**src/rtl/imem_boot_loader_pkg.sv**
```systemverilog
// imem_boot_loader_pkg: loader FSM states and framing constants
package imem_boot_loader_pkg;
   typedef enum logic [2:0] {
      LDR_HDR_HI,
      LDR_HDR_LO,
      LDR_LOAD,
      LDR_CSUM,
      LDR_DONE,
      LDR_ERR
   } loader_state_e;
   localparam int LDR_BYTES_PER_WORD = 4;
   localparam int LDR_HDR_BYTES = 2;
endpackage

```
**src/rtl/imem_boot_loader_if.sv**
```systemverilog
// imem_boot_loader_if: valid/ready byte stream into the loader
interface imem_boot_loader_if;
   logic [7:0] rx_data;
   logic       rx_valid;
   logic       rx_ready;
   modport master (output rx_data, output rx_valid, input rx_ready);
   modport slave (input rx_data, input rx_valid, output rx_ready);
endinterface

```
**src/rtl/imem_boot_loader_word_assembler.sv**
```systemverilog
// imem_boot_loader_word_assembler: packs bytes MSB-first into words and keeps a running XOR checksum
module imem_boot_loader_word_assembler
   import imem_boot_loader_pkg::*;
(
   input  logic        clk,
   input  logic        i_clear,
   input  logic        i_en,
   input  logic [7:0]  i_byte,
   output logic        o_last,
   output logic [31:0] o_word,
   output logic        o_word_valid,
   output logic [7:0]  o_csum
);
   logic [31:0] r_word;
   logic [1:0]  r_idx;
   logic [7:0]  r_csum;
   logic        r_word_valid;
   assign o_last       = i_en & (r_idx == 2'(LDR_BYTES_PER_WORD - 1));
   assign o_word       = r_word;
   assign o_word_valid = r_word_valid;
   assign o_csum       = r_csum;
   always_ff @(posedge clk) begin
      if (i_clear) begin
         r_word       <= '0;
         r_idx        <= '0;
         r_csum       <= '0;
         r_word_valid <= 1'b0;
      end else begin
         r_word_valid <= o_last;
         if (i_en) begin
            r_word <= {r_word[23:0], i_byte};
            r_idx  <= r_idx + 2'd1;
            r_csum <= r_csum ^ i_byte;
         end
      end
   end
endmodule

```
**src/rtl/imem_boot_loader.sv**
```systemverilog
// imem_boot_loader: receives a framed program image, writes it to instruction memory and releases core reset once verified
module imem_boot_loader
   import imem_boot_loader_pkg::*;
#(
   parameter int IMEM_DEPTH = 512,
   parameter int ADDR_W     = $clog2(IMEM_DEPTH),
   parameter int LOAD_BASE  = 0
) (
   input  logic              clk,
   input  logic              rst,
   imem_boot_loader_if.slave rx,
   output logic              o_imem_we,
   output logic [ADDR_W-1:0] o_imem_addr,
   output logic [31:0]       o_imem_wdata,
   output logic              o_core_rst,
   output logic              o_load_done,
   output logic              o_load_err,
   output logic [ADDR_W:0]   o_words_loaded
);
   loader_state_e     r_state;
   logic [7:0]        r_hdr_hi;
   logic [15:0]       r_n;
   logic [ADDR_W:0]   r_cnt;
   logic [ADDR_W-1:0] r_addr;
   logic              r_core_rst;
   logic              r_done;
   logic              r_err;
   logic              w_xfer;
   logic              w_last;
   logic              w_ok;
   logic              w_over;
   logic              w_final;
   logic [15:0]       w_n;
   logic [7:0]        w_csum;
   assign rx.rx_ready = (r_state inside {LDR_HDR_HI, LDR_HDR_LO, LDR_LOAD, LDR_CSUM}) & ~rst;
   assign w_xfer  = rx.rx_valid & rx.rx_ready;
   assign w_n     = {r_hdr_hi, rx.rx_data};
   assign w_over  = 32'(w_n) > 32'(IMEM_DEPTH - LOAD_BASE);
   assign w_final = 32'(r_cnt) + 32'd1 == 32'(r_n);
   assign w_ok    = rx.rx_data == w_csum;
   // Reset doubles as the assembler clear so a partial word can never be written.
   imem_boot_loader_word_assembler u_asm (
      .clk          (clk),
      .i_clear      (rst),
      .i_en         (w_xfer & (r_state == LDR_LOAD)),
      .i_byte       (rx.rx_data),
      .o_last       (w_last),
      .o_word       (o_imem_wdata),
      .o_word_valid (o_imem_we),
      .o_csum       (w_csum)
   );
   assign o_imem_addr    = r_addr;
   assign o_core_rst     = r_core_rst;
   assign o_load_done    = r_done;
   assign o_load_err     = r_err;
   assign o_words_loaded = r_cnt;
   always_ff @(posedge clk) begin
      if (rst) begin
         r_state    <= LDR_HDR_HI;
         r_hdr_hi   <= '0;
         r_n        <= '0;
         r_cnt      <= '0;
         r_addr     <= ADDR_W'(LOAD_BASE);
         r_core_rst <= 1'b1;
         r_done     <= 1'b0;
         r_err      <= 1'b0;
      end else begin
         case (r_state)
            LDR_HDR_HI: if (w_xfer) begin
               r_hdr_hi <= rx.rx_data;
               r_state  <= LDR_HDR_LO;
            end
            LDR_HDR_LO: if (w_xfer) begin
               r_n     <= w_n;
               r_state <= (w_n == 16'd0) ? LDR_CSUM : w_over ? LDR_ERR : LDR_LOAD;
               r_err   <= w_over;
            end
            LDR_LOAD: if (w_last) begin
               r_cnt  <= r_cnt + 1'b1;
               r_addr <= ADDR_W'(LOAD_BASE) + r_cnt[ADDR_W-1:0];
               if (w_final) r_state <= LDR_CSUM;
            end
            LDR_CSUM: if (w_xfer) begin
               r_state    <= w_ok ? LDR_DONE : LDR_ERR;
               r_done     <= w_ok;
               r_core_rst <= ~w_ok;
               r_err      <= ~w_ok;
            end
            default: ;
         endcase
      end
   end
endmodule

```
**src/flat_wrapper.sv**
```systemverilog
// flat-port wrapper written by rule: the top's interface ports become plain ports
module imem_boot_loader_flat import imem_boot_loader_pkg::*;
#(
   parameter int IMEM_DEPTH = 512,
   parameter int ADDR_W     = $clog2(IMEM_DEPTH),
   parameter int LOAD_BASE  = 0
)
  (clk, rst, o_imem_we, o_imem_addr, o_imem_wdata, o_core_rst, o_load_done, o_load_err, o_words_loaded, rx_rx_data, rx_rx_valid, rx_rx_ready);
  imem_boot_loader_if rx_i ();
  input  logic clk;
  input  logic rst;
  output logic o_imem_we;
  output logic [ADDR_W-1:0] o_imem_addr;
  output logic [31:0] o_imem_wdata;
  output logic o_core_rst;
  output logic o_load_done;
  output logic o_load_err;
  output logic [ADDR_W:0] o_words_loaded;
  input wire logic [$bits(rx_i.rx_data)-1:0] rx_rx_data;
  input wire logic [$bits(rx_i.rx_valid)-1:0] rx_rx_valid;
  output wire logic [$bits(rx_i.rx_ready)-1:0] rx_rx_ready;
  assign rx_i.rx_data = rx_rx_data;
  assign rx_i.rx_valid = rx_rx_valid;
  assign rx_rx_ready = rx_i.rx_ready;
  imem_boot_loader #(.IMEM_DEPTH(IMEM_DEPTH), .ADDR_W(ADDR_W), .LOAD_BASE(LOAD_BASE)) u_core (.clk(clk), .rst(rst), .rx(rx_i), .o_imem_we(o_imem_we), .o_imem_addr(o_imem_addr), .o_imem_wdata(o_imem_wdata), .o_core_rst(o_core_rst), .o_load_done(o_load_done), .o_load_err(o_load_err), .o_words_loaded(o_words_loaded));
endmodule
```
**config.mk**
```make
export PLATFORM = sky130hd
export DESIGN_NAME = imem_boot_loader_flat
export DESIGN_NICKNAME = d
export VERILOG_FILES = /design/src/rtl/imem_boot_loader_pkg.sv /design/src/rtl/imem_boot_loader_if.sv /design/src/rtl/imem_boot_loader_word_assembler.sv /design/src/rtl/imem_boot_loader.sv /design/src/flat_wrapper.sv
export SDC_FILE = /design/constraint.sdc
export NUM_CORES = 1
export LEC_CHECK = 0
export ABC_AREA = 1
export CORE_UTILIZATION = 47
export CTS_CLUSTER_DIAMETER = 150
export DETAILED_ROUTE_END_ITERATION = 8
export HOLD_SLACK_MARGIN = 0.12
export PLACE_DENSITY = 0.75
export SETUP_SLACK_MARGIN = 0.3
export SYNTH_ARGS = -nofsm -noshare
export SYNTH_HDL_FRONTEND = slang
export SYNTH_SLANG_ARGS = --single-unit
```
**constraint.sdc**
```tcl
create_clock -name clk -period 1.77 [get_ports clk]
set_input_delay 0.354 -clock clk [delete_from_list [all_inputs] [get_ports clk]]
set_output_delay 0.354 -clock clk [all_outputs]
set_load 0.02 [all_outputs]
```
==> impl_metrics.yaml, run 1 <==
flow_run:
  cap_viol_max_count: 0
sta:
  max_slew_margin: 0.782
  layout_setup_ws_ps: -174
  rsz0062_at_grt: "yes"
  setup_viol: 3
  max_freq_mhz: 514
  finalMaxSlewViolations: 0
  tightest_slew_ps: 326
  post-route-min-period_ps: 1940
  fin_skew_ps: 17.1
  hold_viol: 0
  finalCritPeriodShare: 1.10
placed_design:
  hpwl_um: 6840
  gp_congestion: 0.862
  placedCellCount: 699
  placed_area_um2: 4940
  dp_slack_ps: -440
  io_buffers: 66
synth:
  synth_nets: 533
  syn_avg_cell_area_um2: 7.49
  synthMuxAreaShare: 0
  synthSimpleGateAreaFrac: 0.224
  ys_warn_count: 0
  synth_fa_ha_area_frac: 0.00643
  netlist_instances: 520
  synth-xor-area-share: 0.0222
  synth_compound_area_frac: 0.193
  syn_area_um2: 3890
  seq_area_frac_synth: 0.473
  synth-seq-cells: 92
  synth_top_family_by_area: "simple AND/OR/NAND/NOR gates"
  post_synth_num_cell_types: 33
power_and_ir_drop:
  clockPowerShare: 0.393
  p_per_area_nw_per_um2: 689
  peakVddDrop_uv: 682
  switching_share: 0.282
  p_leak_nw: 2.78
  p_switching_mw: 1.30
  seqPwrFrac: 0.472
  intPower_mw: 3.33
  combPwrFrac: 0.135
run_status:
  status: "finished, violations left"
  violations: "negative setup slack"
detailed_routing:
  ant_nets: 0
  dr.pass1.iters: 7
  via_count: 4648
  initialDrtViolationCount: 354
  drt_wl_total_um: 16600
  drcViolationCount: 0
  via_per_inst: 6.05
  wire_per_inst_um: 21.6
setup_path:
  end_kind: "flop"
  critPathMaxFanout: 6
  r2r_cells: 13
  critical_path_class: "flop to flop"
  cp-start-kind: "flop"
  critPathArrivalTime_ps: 2230
  cp.required_ps: 2060
worst_hold_path:
  hp-class: "primary input to flop"
  whs_path_depth: 4
global_routing:
  grt_max_degree: 49
  overflow: 0
  grt_pass1_wl_um: 20800
  grt_usage: 0.313
  antenna_found_initial: 0
  grt_pass1_vias: 4315
final_layout:
  area_growth_pct: 72.7
  drive_gt1_frac: 0.527
  multi_input_area_um2: 2540
  seqCellArea_um2: 1880
  antennaDiodeCount: 0
  nets: 674
  final_design_area_no_fill_um2: 6720
  fill_cells: 380
  instances_no_fill: 768
clock_network:
  htreeDepth: 3
  cts_sinks: 92
  insertion_delay_ps: 390
  cts_tree: "yes"
  numCtsBuffers: 9
  cts-root-buf: "clkbuf_8"
  clk_pin_slew_worst_paths_ps: 100
  cts_buffer_depth: 2
die:
  die_w_um: 93.0
  io_pins: 67
  start_util: 0.494
  die_y_um: 93.0
  core_um2: 7890
  rows: 32
  fp.dieArea_um2: 8650
critical path: stages, from the launching register on:
cell	delay, ps
dfxtp_2	440
nand2_1	150
nor3_2	210
nand2_1	100
nand2_1	120
nand2_1	90
nand2_1	70
nand2_1	70
nor2_2	150
nand3_2	120
nand2_2	100
inv_2	60
nor2_4	110
nor2_1	60
stage by stage:
stage	util	TNS [ps]	hold WS [ps]	power (mW)
2_1_floorplan	-	0	444	2.43
3_3_place_gp	0.626	-16310	456	2.61
3_5_place_dp	0.626	-21860	459	2.62
5_1_grt	0.852	-1000	487	4.74
6_report	0.852	-418	486	4.63
4_1_cts	0.779	-91.0	460	4.42
what timing repair did:
action	4_1_cts	5_1_grt
gates resized for setup	305	180
setup buffers	25	14
cloned	10	4
setup endpoints to repair	147	127
pin swaps	79	85
hold buffers	0	0
final timing paths:
check                            from                endpoint  slack, ps
max          u_core.o_words_loaded[6]       u_core.r_state[0]       -170
min                     rx_rx_data[0]  u_core.u_asm.o_csum[0]        490
max reg2reg  u_core.o_words_loaded[6]       u_core.r_state[0]       -170
min reg2reg     u_core.o_imem_addr[7]   u_core.o_imem_addr[7]        490
metal layers:
metal / part of all wire / vias to the layer above / track usage
li1: - / 1998 / -
met1: 0.34 / 2222 / 0.311
met2: 0.52 / 325 / 0.567
met3: 0.079 / 103 / 0.0846
met4: 0.061 / 0 / 0.205
met5: 0 / - / 0
state kept, by name, indices dropped and copies added, names as in the netlist:
signal and flops:
u_core.u_asm.o_word 32, u_core.o_core_rst 1, u_core.o_imem_addr 9, u_core.r_state 3
u_core.o_load_done 1, u_core.o_words_loaded 10, u_core.u_asm.o_csum 8, u_core.u_asm.o_word_valid 1
u_core.r_n 16, u_core.u_asm.r_idx 2, u_core.o_load_err 1, u_core.r_hdr_hi 8
cells in the mapped netlist, drive strengths merged:
| cell type | number | area share |
|---|---|---|
| xnor2 | 4 | 0.0090 |
| a211oi | 1 | 0.0019 |
| ha | 2 | 0.0064 |
| o211ai | 2 | 0.0039 |
| a31oi | 3 | 0.0048 |
| nand2 | 60 | 0.060 |
| o21a | 2 | 0.0039 |
| nand4 | 5 | 0.0080 |
| a21oi | 52 | 0.068 |
| o21ai | 85 | 0.11 |
| or2 | 2 | 0.0032 |
| nor3 | 5 | 0.0064 |
| xor2 | 5 | 0.013 |
| nor3b | 1 | 0.0048 |
| buf | 13 | 0.017 |
| o21bai | 1 | 0.0019 |
| nor2 | 95 | 0.10 |
| clkbuf | 12 | 0.012 |
| inv | 54 | 0.052 |
| dfxtp | 92 | 0.47 |
| nand3 | 20 | 0.031 |
| nand3b | 4 | 0.0077 |
cell families (layout without fill, tap and decap cells):
logic type / count (synthesis) / count (layout)
buffers and inverters: 79 / 225
AOI/OAI and AO/OA: 146 / 146
xor gates and xnor gates: 9 / 9
adders and majority gates: 2 / 2
and+or+nand+nor: 192 / 192
DFF: 92 / 92
power by group through the flow:
stage | combinational [mW] | sequential (mW) | clock [mW]
floorplan | 0.206 | 2.23 | 0
global placement | 0.399 | 2.21 | 0
detailed placement | 0.408 | 2.21 | 0
CTS | 0.497 | 2.17 | 1.76
global route | 0.649 | 2.19 | 1.90
finish | 0.627 | 2.19 | 1.82
placed cells by master, fill, tap and decap left out, drive strengths merged:
master / synthesis / layout
clkbuf: 12 / 38
nand3: 20 / 20
ha: 2 / 2
or2: 2 / 2
dlygate4sd2: 0 / 17
a211oi: 1 / 1
xnor2: 4 / 4
dlymetal6s2s: 0 / 1
clkinvlp: 0 / 2
nand4: 5 / 5
xor2: 5 / 5
nor2: 95 / 95
clkdlybuf4s15: 0 / 18
inv: 54 / 56
nand2: 60 / 60
clkinv: 0 / 1
o21a: 2 / 2
a21oi: 52 / 52
dfxtp: 92 / 92
clkdlybuf4s50: 0 / 1
o21ai: 85 / 85
nor3b: 1 / 1
o211ai: 2 / 2
buf: 13 / 88
nor3: 5 / 5
a31oi: 3 / 3
o21bai: 1 / 1
bufinv: 0 / 3
nand3b: 4 / 4
final cells by class:
cell class,count,area share
inverter,54,0.0328
timing repair inverter,1,0.00130
tap,102,0.0190
timing repair buffer,154,0.253
multi-input combinational,349,0.378
clock buffer,9,0.0184
clock inverter,7,0.0182
sequential,92,0.280
(Power assumes the default switching activity.)
==> inputs of run 2 (changes only) <==
- SETUP_SLACK_MARGIN: 0.3 -> unset
==> impl_metrics.yaml, run 2 (synthesized netlist as in run 1, its figures left out) <==
run_status:
  status: "completed"
setup_path:
  cp-start-kind: "flop"
  critPathMaxFanout: 3
  end_kind: "flop"
  critPathArrivalTime_ps: 1960
  cp.required_ps: 2010
  critical_path_class: "flop to flop"
global_routing:
  grt_pass1_vias: 3388
  antenna_found_initial: 0
  grt_max_degree: 71
  overflow: 0
  grt_usage: 0.225
  grt_pass1_wl_um: 15500
placed_design:
  io_buffers: 66
  placedCellCount: 700
  dp_slack_ps: -302
  placed_area_um2: 4900
  hpwl_um: 6590
  gp_congestion: 0.809
die:
  io_pins: 67
  core_um2: 7890
  rows: 32
  start_util: 0.494
  die_w_um: 93.0
  fp.dieArea_um2: 8650
  die_y_um: 93.0
detailed_routing:
  ant_nets: 0
  drcViolationCount: 0
  drt_wl_total_um: 9410
  dr.pass1.iters: 4
  via_count: 3639
  via_per_inst: 5.07
  wire_per_inst_um: 13.1
  initialDrtViolationCount: 237
sta:
  tightest_slew_ps: 457
  fin_skew_ps: 13.8
  layout_setup_ws_ps: 47.3
  worst_hold_slack_ps: 464
  hold_viol: 0
  post-route-min-period_ps: 1720
  max_freq_mhz: 580
  max_slew_margin: 0.695
  finalSetupTns_ps: 0
  finalMaxSlewViolations: 0
  finalCritPeriodShare: 0.973
  setup_viol: 0
  rsz0062_at_grt: "yes"
final_layout:
  mostFrequentLayoutCells: "dfxtp_1 (84), nor2_1 (83), o21ai_0 (83), nand2_1 (52)"
  antennaDiodeCount: 0
  area_growth_pct: 34.0
  instances_no_fill: 718
  final_design_area_no_fill_um2: 5220
  drive_gt1_frac: 0.166
  final_util: 0.662
  nets: 624
  largest_reg_flops: 32
  fill_cells: 669
  final_common_cell: "dfxtp_1"
clock_network:
  clk_pin_slew_worst_paths_ps: 80
  numCtsBuffers: 9
  cts_tree: "yes"
  insertion_delay_ps: 350
  cts_sinks: 92
  htreeDepth: 3
  cts-root-buf: "clkbuf_8"
  cts_buffer_depth: 2
worst_hold_path:
  hp-class: "primary input to flop"
power_and_ir_drop:
  seqPwrFrac: 0.546
  peakVddDrop_uv: 527
  p_switching_mw: 0.971
  intPower_mw: 2.99
  p_leak_nw: 2.33
  combPwrFrac: 0.101
  p_per_area_nw_per_um2: 759
  switching_share: 0.245
  clockPowerShare: 0.353
  power.total_mw: 3.96
flow_run:
  cap_viol_max_count: 0
==> run 2: cell types whose count changed in the layout (fill, tap and decap cells not counted), sizes merged <==
cell	change
clkbuf	-26
bufinv	-2
buf	-49
clkdlybuf4s15	-18
clkinv	+3
dlygate4sd2	-8
dlymetal6s2s	+5
clkinvlp	-2
clkdlybuf4s50	+50
inv	-3
==> run 2: final cells by class <==
cell class                      count  area [um2]  area share
Tap cell                          102         128      0.0245
Sequential cell                    92        1850       0.355
Timing Repair Buffer              105        1010       0.194
Multi-Input combinational cell    349        1830       0.350
Clock buffer                       12         145      0.0278
Clock inverter                      4        48.8     0.00935
Inverter                           54         205      0.0393
==> run 2: power groups by stage <==
stage / clock (mW) / sequential [mW] / combinational, mW
finish: 1.40 / 2.16 / 0.399
global placement: 0 / 2.21 / 0.383
CTS: 1.44 / 2.16 / 0.391
global route: 1.51 / 2.17 / 0.443
floorplan: 0 / 2.23 / 0.198
detailed placement: 0 / 2.21 / 0.391
==> run 2: path summary, 6_finish.rpt <==
| kind | end | slack, ps | depth (start not counted) | start |
|---|---|---|---|---|
| max reg2reg | u_core.r_state[0] | 50 | 14 | u_core.o_words_loaded[1] |
| min reg2reg | u_core.r_hdr_hi[3] | 480 | 2 | u_core.r_hdr_hi[3] |
| min | u_core.r_state[2] | 460 | 3 | rst |
| max | u_core.r_state[0] | 50 | 14 | u_core.o_words_loaded[1] |
==> run 2: worst max-delay path: stages (launching register included) <==
cell     delay [ps]
dfxtp_4         360
ha_4            160
buf_4           130
nand3_2          80
nand2_1          70
nand3_1          80
nand2_1          60
nor2_1           90
nand3_1         110
nor2_4          120
nand3_4         100
nand2_4          90
inv_2            40
nor2_1           80
nor2_1           40
==> run 2: routing by layer <==
metal	vias to the layer above	track usage	part of all wire
met2	76	0.379	0.48
li1	1879	-	-
met5	-	0	0
met3	10	0.0610	0.048
met4	0	0.0628	0.013
met1	1674	0.282	0.46
==> run 2: what timing repair did <==
action | in CTS | in global routing
buffers inserted | 0 | 2
pin swaps | 2 | 9
setup endpoints to repair | 11 | 12
gates resized for setup | 11 | 34
hold buffers | 0 | 0
